### config.mk
export PLATFORM = sky130hd
export DESIGN_NAME = pg_sum_serializer
export DESIGN_NICKNAME = d
export VERILOG_FILES = /design/src/rtl/pg_sum_serializer.sv
export SDC_FILE = /design/constraint.sdc
export NUM_CORES = 1
export LEC_CHECK = 0
export CAP_MARGIN = 25
export CORE_ASPECT_RATIO = 0.6
export CORE_UTILIZATION = 41
export DETAILED_ROUTE_END_ITERATION = 8
export PLACE_DENSITY_LB_ADDON = 0.12
export SYNTH_ARGS = -nofsm -noshare
export SYNTH_HDL_FRONTEND = slang
export SYNTH_SLANG_ARGS = --single-unit
### constraint.sdc
create_clock -name clk -period 1.9 [get_ports clk]
set_clock_uncertainty 0.2 [all_clocks]
set_input_delay 0.38 -clock clk [delete_from_list [all_inputs] [get_ports clk]]
set_output_delay 0.38 -clock clk [all_outputs]
set_load 0.02 [all_outputs]
### src/rtl/pg_sum_serializer.sv
// pg_sum_serializer: last stage of the Brent-Kung adder. It takes the
// propagate and prefix-generate bits, captures sum = P ^ G together with the
// carry-out, and streams the sum LSB first in LANE-bit beats under
// valid/ready backpressure.
//
// state | meaning
// IDLE  | waiting for an operand, in_ready=1
// SEND  | presenting beat out_idx of the captured sum, out_valid=1
module pg_sum_serializer #(
    parameter int WIDTH = 64,
    parameter int LANE  = 16,
    localparam int BEATS = WIDTH / LANE,
    localparam int IDXW  = (BEATS > 1) ? $clog2(BEATS) : 1
) (
    input  logic             clk,
    input  logic             rst,
    input  logic             in_valid,
    output logic             in_ready,
    input  logic [WIDTH-1:0] in_p,
    input  logic [WIDTH:0]   in_g,
    output logic             out_valid,
    input  logic             out_ready,
    output logic [LANE-1:0]  out_sum,
    output logic [IDXW-1:0]  out_idx,
    output logic             out_last,
    output logic             out_cout,
    output logic             busy
);

    typedef enum logic {
        IDLE = 1'b0,
        SEND = 1'b1
    } state_t;

    state_t           state;
    // The captured sum is shifted right one lane per accepted beat, so the
    // current beat always sits in the low LANE bits and drains to zero.
    logic [WIDTH-1:0] sum_q;
    logic             cout_q;

    assign in_ready  = (state == IDLE);
    assign out_valid = (state == SEND);
    assign busy      = (state == SEND);
    assign out_sum   = sum_q[LANE-1:0];

    // Capture the operand, then step through the beats on each handshake.
    always_ff @(posedge clk) begin
        if (rst) begin
            state    <= IDLE;
            sum_q    <= '0;
            cout_q   <= 1'b0;
            out_idx  <= '0;
            out_last <= 1'b0;
            out_cout <= 1'b0;
        end else begin
            case (state)
                IDLE: begin
                    if (in_valid) begin
                        state    <= SEND;
                        sum_q    <= in_p ^ in_g[WIDTH-1:0];
                        cout_q   <= in_g[WIDTH];
                        out_idx  <= '0;
                        out_last <= (BEATS == 1);
                        out_cout <= (BEATS == 1) && in_g[WIDTH];
                    end
                end
                SEND: begin
                    if (out_ready) begin
                        sum_q <= sum_q >> LANE;
                        if (out_last) begin
                            state    <= IDLE;
                            cout_q   <= 1'b0;
                            out_idx  <= '0;
                            out_last <= 1'b0;
                            out_cout <= 1'b0;
                        end else begin
                            out_idx  <= out_idx + 1'b1;
                            out_last <= (int'(out_idx) + 2 == BEATS);
                            out_cout <= cout_q && (int'(out_idx) + 2 == BEATS);
                        end
                    end
                end
                default: state <= IDLE;
            endcase
        end
    end

endmodule
### Word level (Yosys, flattened, before mapping)

Cells that the tools add are included.

* add/sub/neg operators: 2
* eq/ne operators: 4
* mux-type cells: 22
* bitwise gates (word level): 2
* reductions and logical operators: 3

Operator list (number)
* $mux W64: 2
* $pmux W64 S2: 1
* $xor A64 B64 Y64: 1
* $mux W1: 11
* $pmux W1 S2: 4
* $mux W2: 3
* $ne A2 B2 Y1 const B: 3
* $pmux W2 S2: 1
* $add A2 B2 Y3 const B: 1
* $eq A3 B3 Y1 const B: 1
* $reduce_and A3 Y1: 1
* $add A2 B1 Y2 const B: 1
* $reduce_and A2 Y1: 1
* $logic_and A1 B1 Y1: 1
* $not A1 Y1: 1

* register bits after elaboration: 70
* input port bits: 133
* output and inout port bits: 23
* word-level logic and storage cells: 39

### Longest topological paths before layout

* depth in word-level cells: 6
* mapped depth: 6
* mapped depth without buffers: 4

### Worst setup path after synthesis

Ideal clock, no wire load.

* path kind: flip-flop to flip-flop
* start point: register state, in the netlist busy
* end point: register sum_q[10]
* arrival time: 1.365 ns
* required time: 1.578 ns
* path slack: 0.213 ns
* cell stages (with the launch flop): 7
* path buffers: 3
* path through: dfxtp_1 buf_6 mux2_4 nor2_2 buf_6 buf_6 a221o_1

* longest elaborated chain between the ends: 3
* elaborated cells on any way between the ends: 5

Ends and longest elaborated chain
* start: declaration: RTL line 35 `state_t state;`
* start signal: assignment: RTL line 49 `state <= IDLE;`
* start signal: assignment: RTL line 59 `state <= SEND;`
* start signal: assignment: RTL line 71 `state <= IDLE;`
* $not A1 Y1
* $ne A2 B2 Y1 (no source line)
* $reduce_and A2 Y1 (no source line)
* end signal: assignment: RTL line 60 `sum_q <= in_p ^ in_g[WIDTH-1:0];`
* end signal: assignment: RTL line 69 `sum_q <= sum_q >> LANE;`
* end: declaration: RTL line 38 `logic [WIDTH-1:0] sum_q;`

Parallel ways exist; a longest one is shown, timed or not.
A chain may end at the register's enable or synchronous reset.

### Final worst setup path

* start point: register sum_q[15]
* end point: output port out_sum[15]

RTL lines
* end: declaration: RTL line 23 `output logic [LANE-1:0] out_sum,`

No word-level cell between the ends.

==> summary.txt <==
Status: completed
Latest clock arrival within the worst-skew pair: 0.32 ns
First-pass GRT wire length: 14.17 mm
CP Buf/Inv Count: 1
Peak supply drop: 458.2 uV
Die Ht: 71.17 um
Peak Freq: 538.9 MHz
Post-synthesis cell type count: 27
Hold Vio Cnt, Final: 0
Synth Register Bits: 70
Multi-input gate area: 1618 um^2
# nets final: 623
Synth Area in Compound Gates: 18.25%
Reg power frac: 38.4%
RSZ-0062 raised after global routing: false
CTS Buffer Depth: 2
Storage cell area: 1403 um^2
Post-Place Cell Area: 4851 um^2
Final WL: 9.240 mm
Gate count after technology mapping: 344
Mux contribution to synthesized area: 0.7654%
Post-Place Setup Slack: -0.4829 ns
CTS tree: built
Largest net degree at the start of global routing: 28
Number of buffers created by CTS: 9
Async S/R FF share, synth: 0%
Slew Limit Headroom: 62.78%
DRT iter0 DRCs: 272
Area Overhead vs Synth: 60.01%
Antenna cells: 0
Post-synth EDFFs: 0
CTS clk-pin slew, worst paths: 0.06 ns
Total chip power: 4.321 mW
TNS Setup: 0 ns
Post-Synth XOR/XNOR Area: 17.15%
Clock power frac: 41.2%
Synth Flop Type: dfxtp_1
Hold-fix buffers, CTS: 0
IO Pins: 156
Avg Inst Size Synth: 9.504 um^2
Worst setup SP type: flip-flop
Final instance area: 5231 um^2
CP Cell Sequence: clkdlybuf4s50_1
GRT overflow: 0
Wire length per cell: 15.45 um
Critical path peak fanout: 2
Internal power: 3.290 mW
Area share of fa/ha/maj cells after synthesis: 0.3827%
Simple-gate share of the synthesized area: 11.75%
Initial core utilization: 43.72%
Power share of the combinational group: 20.4%
Hold WC Path Type: flip-flop to flip-flop
Die width: 117.3 um
Die area: 8347 um^2
Post-route ant nets: 0
Worst Path Required: 1.32 ns
Crit share post-route: 97.66%
Total global-route track usage: 22.53%
CTS sink count: 70
Power density cells: 825.9 nW/um^2
CP delay by family, top: buffers and inverters
Core region area: 7477 um^2
Largest family of logic cells by synthesized area: compound AO/OA/AOI/OAI gates
Drt drc: 0
LEAKAGE: 2.077 nW
Critical Path AT: 1.28 ns
Share of cells above drive strength 1: 8.502%
Critical path's largest stage delay: 0.62 ns
Syn. warnings: 0
Final worst path period need: 1.856 ns
Post-synthesis net count: 478
Total number of vias: 3,086
Initial antenna violation count: 0
Cell area after synthesis: 3269 um^2
Slew of the pin with the lowest slew margin: 0.5570 ns
Switching share of total power: 23.86%
# H-tree levels: 3
Pins over their slew limit: 0
Psw: 1.031 mW
Via/cell ratio: 5.161
Slowest CP cell: clkdlybuf4s50_1
# setup viols final: 0
CP endpoint kind: primary output
Sequential cell area fraction in the yosys report: 42.86%
Crit path kind: flip-flop to primary output
Fillers: 585
HPWL after DPL: 6.428 mm
Initial DRT Pass Iterations: 5
Root buf cell: clkbuf_16
Vias in the first global route: 2,917
# port buffers: 155
Max cap viols: 0
Num rows: 24
Final WS setup: 0.04443 ns
GPL Wtd Cong: 0.7458
worst reg2reg max path, stage by stage, from the launching register on:
cell     delay [ns]
dfxtp_2        0.36
mux2_4         0.36
nor2_4         0.45
a221o_1        0.25
cells by family after synthesis:
logic type      count (synthesis)
compound gates                 70
flops                          70
simple gates                   92
buf+inv                        45
xor+xnor                       64
fa+ha+maj                       1
mux                             2
worst paths after layout:
path / slack, ns / startpoint / endpoint / cells after the start
worst max-delay path: 0.04 / sum_q[15] / out_sum[15] / 1
worst min register to register: 0.27 / out_cout / out_cout / 2
worst min-delay path: 0.27 / out_cout / out_cout / 2
worst max register to register: 0.22 / busy / sum_q[34] / 3
cell usage after synthesis (2+ instances only):
library cell / number / share of area (%)
dfxtp_1: 70 / 43
nor2_1: 67 / 7.7
a221o_1: 38 / 12
xnor2_1: 38 / 10
xor2_1: 26 / 7.0
buf_4: 17 / 3.9
a22oi_1: 16 / 3.7
nor3_1: 10 / 1.5
o22ai_1: 10 / 1.9
buf_2: 9 / 1.4
clkbuf_1: 8 / 0.92
buf_6: 6 / 2.1
nand2_1: 6 / 0.69
a21oi_1: 5 / 0.77
inv_1: 4 / 0.46
nand3_1: 2 / 0.31
nor2b_1: 2 / 0.38
registers in the layout (all words and copies together), names as in the netlist:
| signal | count |
|---|---|
| sum_q | 64 |
| out_idx | 2 |
| busy | 1 |
| cout_q | 1 |
| out_cout | 1 |
| out_last | 1 |
what timing repair did:
item,4_1_cts,5_1_grt
pin swaps,1,2
buffers inserted,0,2
resized for setup,6,5
endpoints found under the hold margin,0,0
gates cloned,2,0
endpoints found under the setup margin,42,13
layer usage:
layer / wire (um) / global-route usage, % / up-vias
met5: 0 / 0 / -
met4: 35 / 5.767 / 0
met1: 4089 / 30.26 / 1434
met3: 877 / 5.227 / 6
li1: - / - / 1490
met2: 4238 / 36.47 / 156
power by group through the flow:
stage / clock network (mW) / logic (mW) / registers [mW]
final: 1.78 / 0.882 / 1.66
after global routing: 1.87 / 0.954 / 1.67
after CTS: 1.80 / 0.882 / 1.66
after detailed placement: 0 / 0.866 / 1.69
after global placement: 0 / 0.852 / 1.68
after floorplan: 0 / 0.443 / 1.67
stage by stage:
step | util, % | hold slack, ns | instances
floorplan | - | 0.2507 | 344
global placement | 64.88 | 0.2620 | 578
detailed placement | 64.88 | 0.2565 | 578
CTS | 69.44 | 0.2699 | 596
global route | 69.96 | 0.2988 | 598
finish | 69.96 | 0.2697 | 598
layout make-up:
cell class,count,area share (%)
Clock inverter,6,1.626
Clock buffer,10,4.568
Inverter,4,0.2870
Sequential cell,70,26.81
Multi-Input combinational cell,231,30.93
Tap cell,104,2.487
Timing Repair Buffer,173,33.29
layout by cell type (no fill, tap or decap), types with 2 or more instances in the layout:
master,instances
nor2_4,4
buf_12,4
xnor2_1,38
clkdlybuf4s50_1,147
buf_4,14
clkinvlp_4,2
xor2_1,26
a22oi_1,16
o22ai_1,10
nor2_1,66
bufinv_16,2
nor3_1,10
inv_1,4
clkbuf_16,9
a21oi_1,5
dlygate4sd2_1,4
nand2_1,6
dlymetal6s2s_1,4
dfxtp_1,69
clkinv_2,2
nor2b_1,2
a221o_1,38
nand3_1,2
Power figures use the tool's default switching activity.
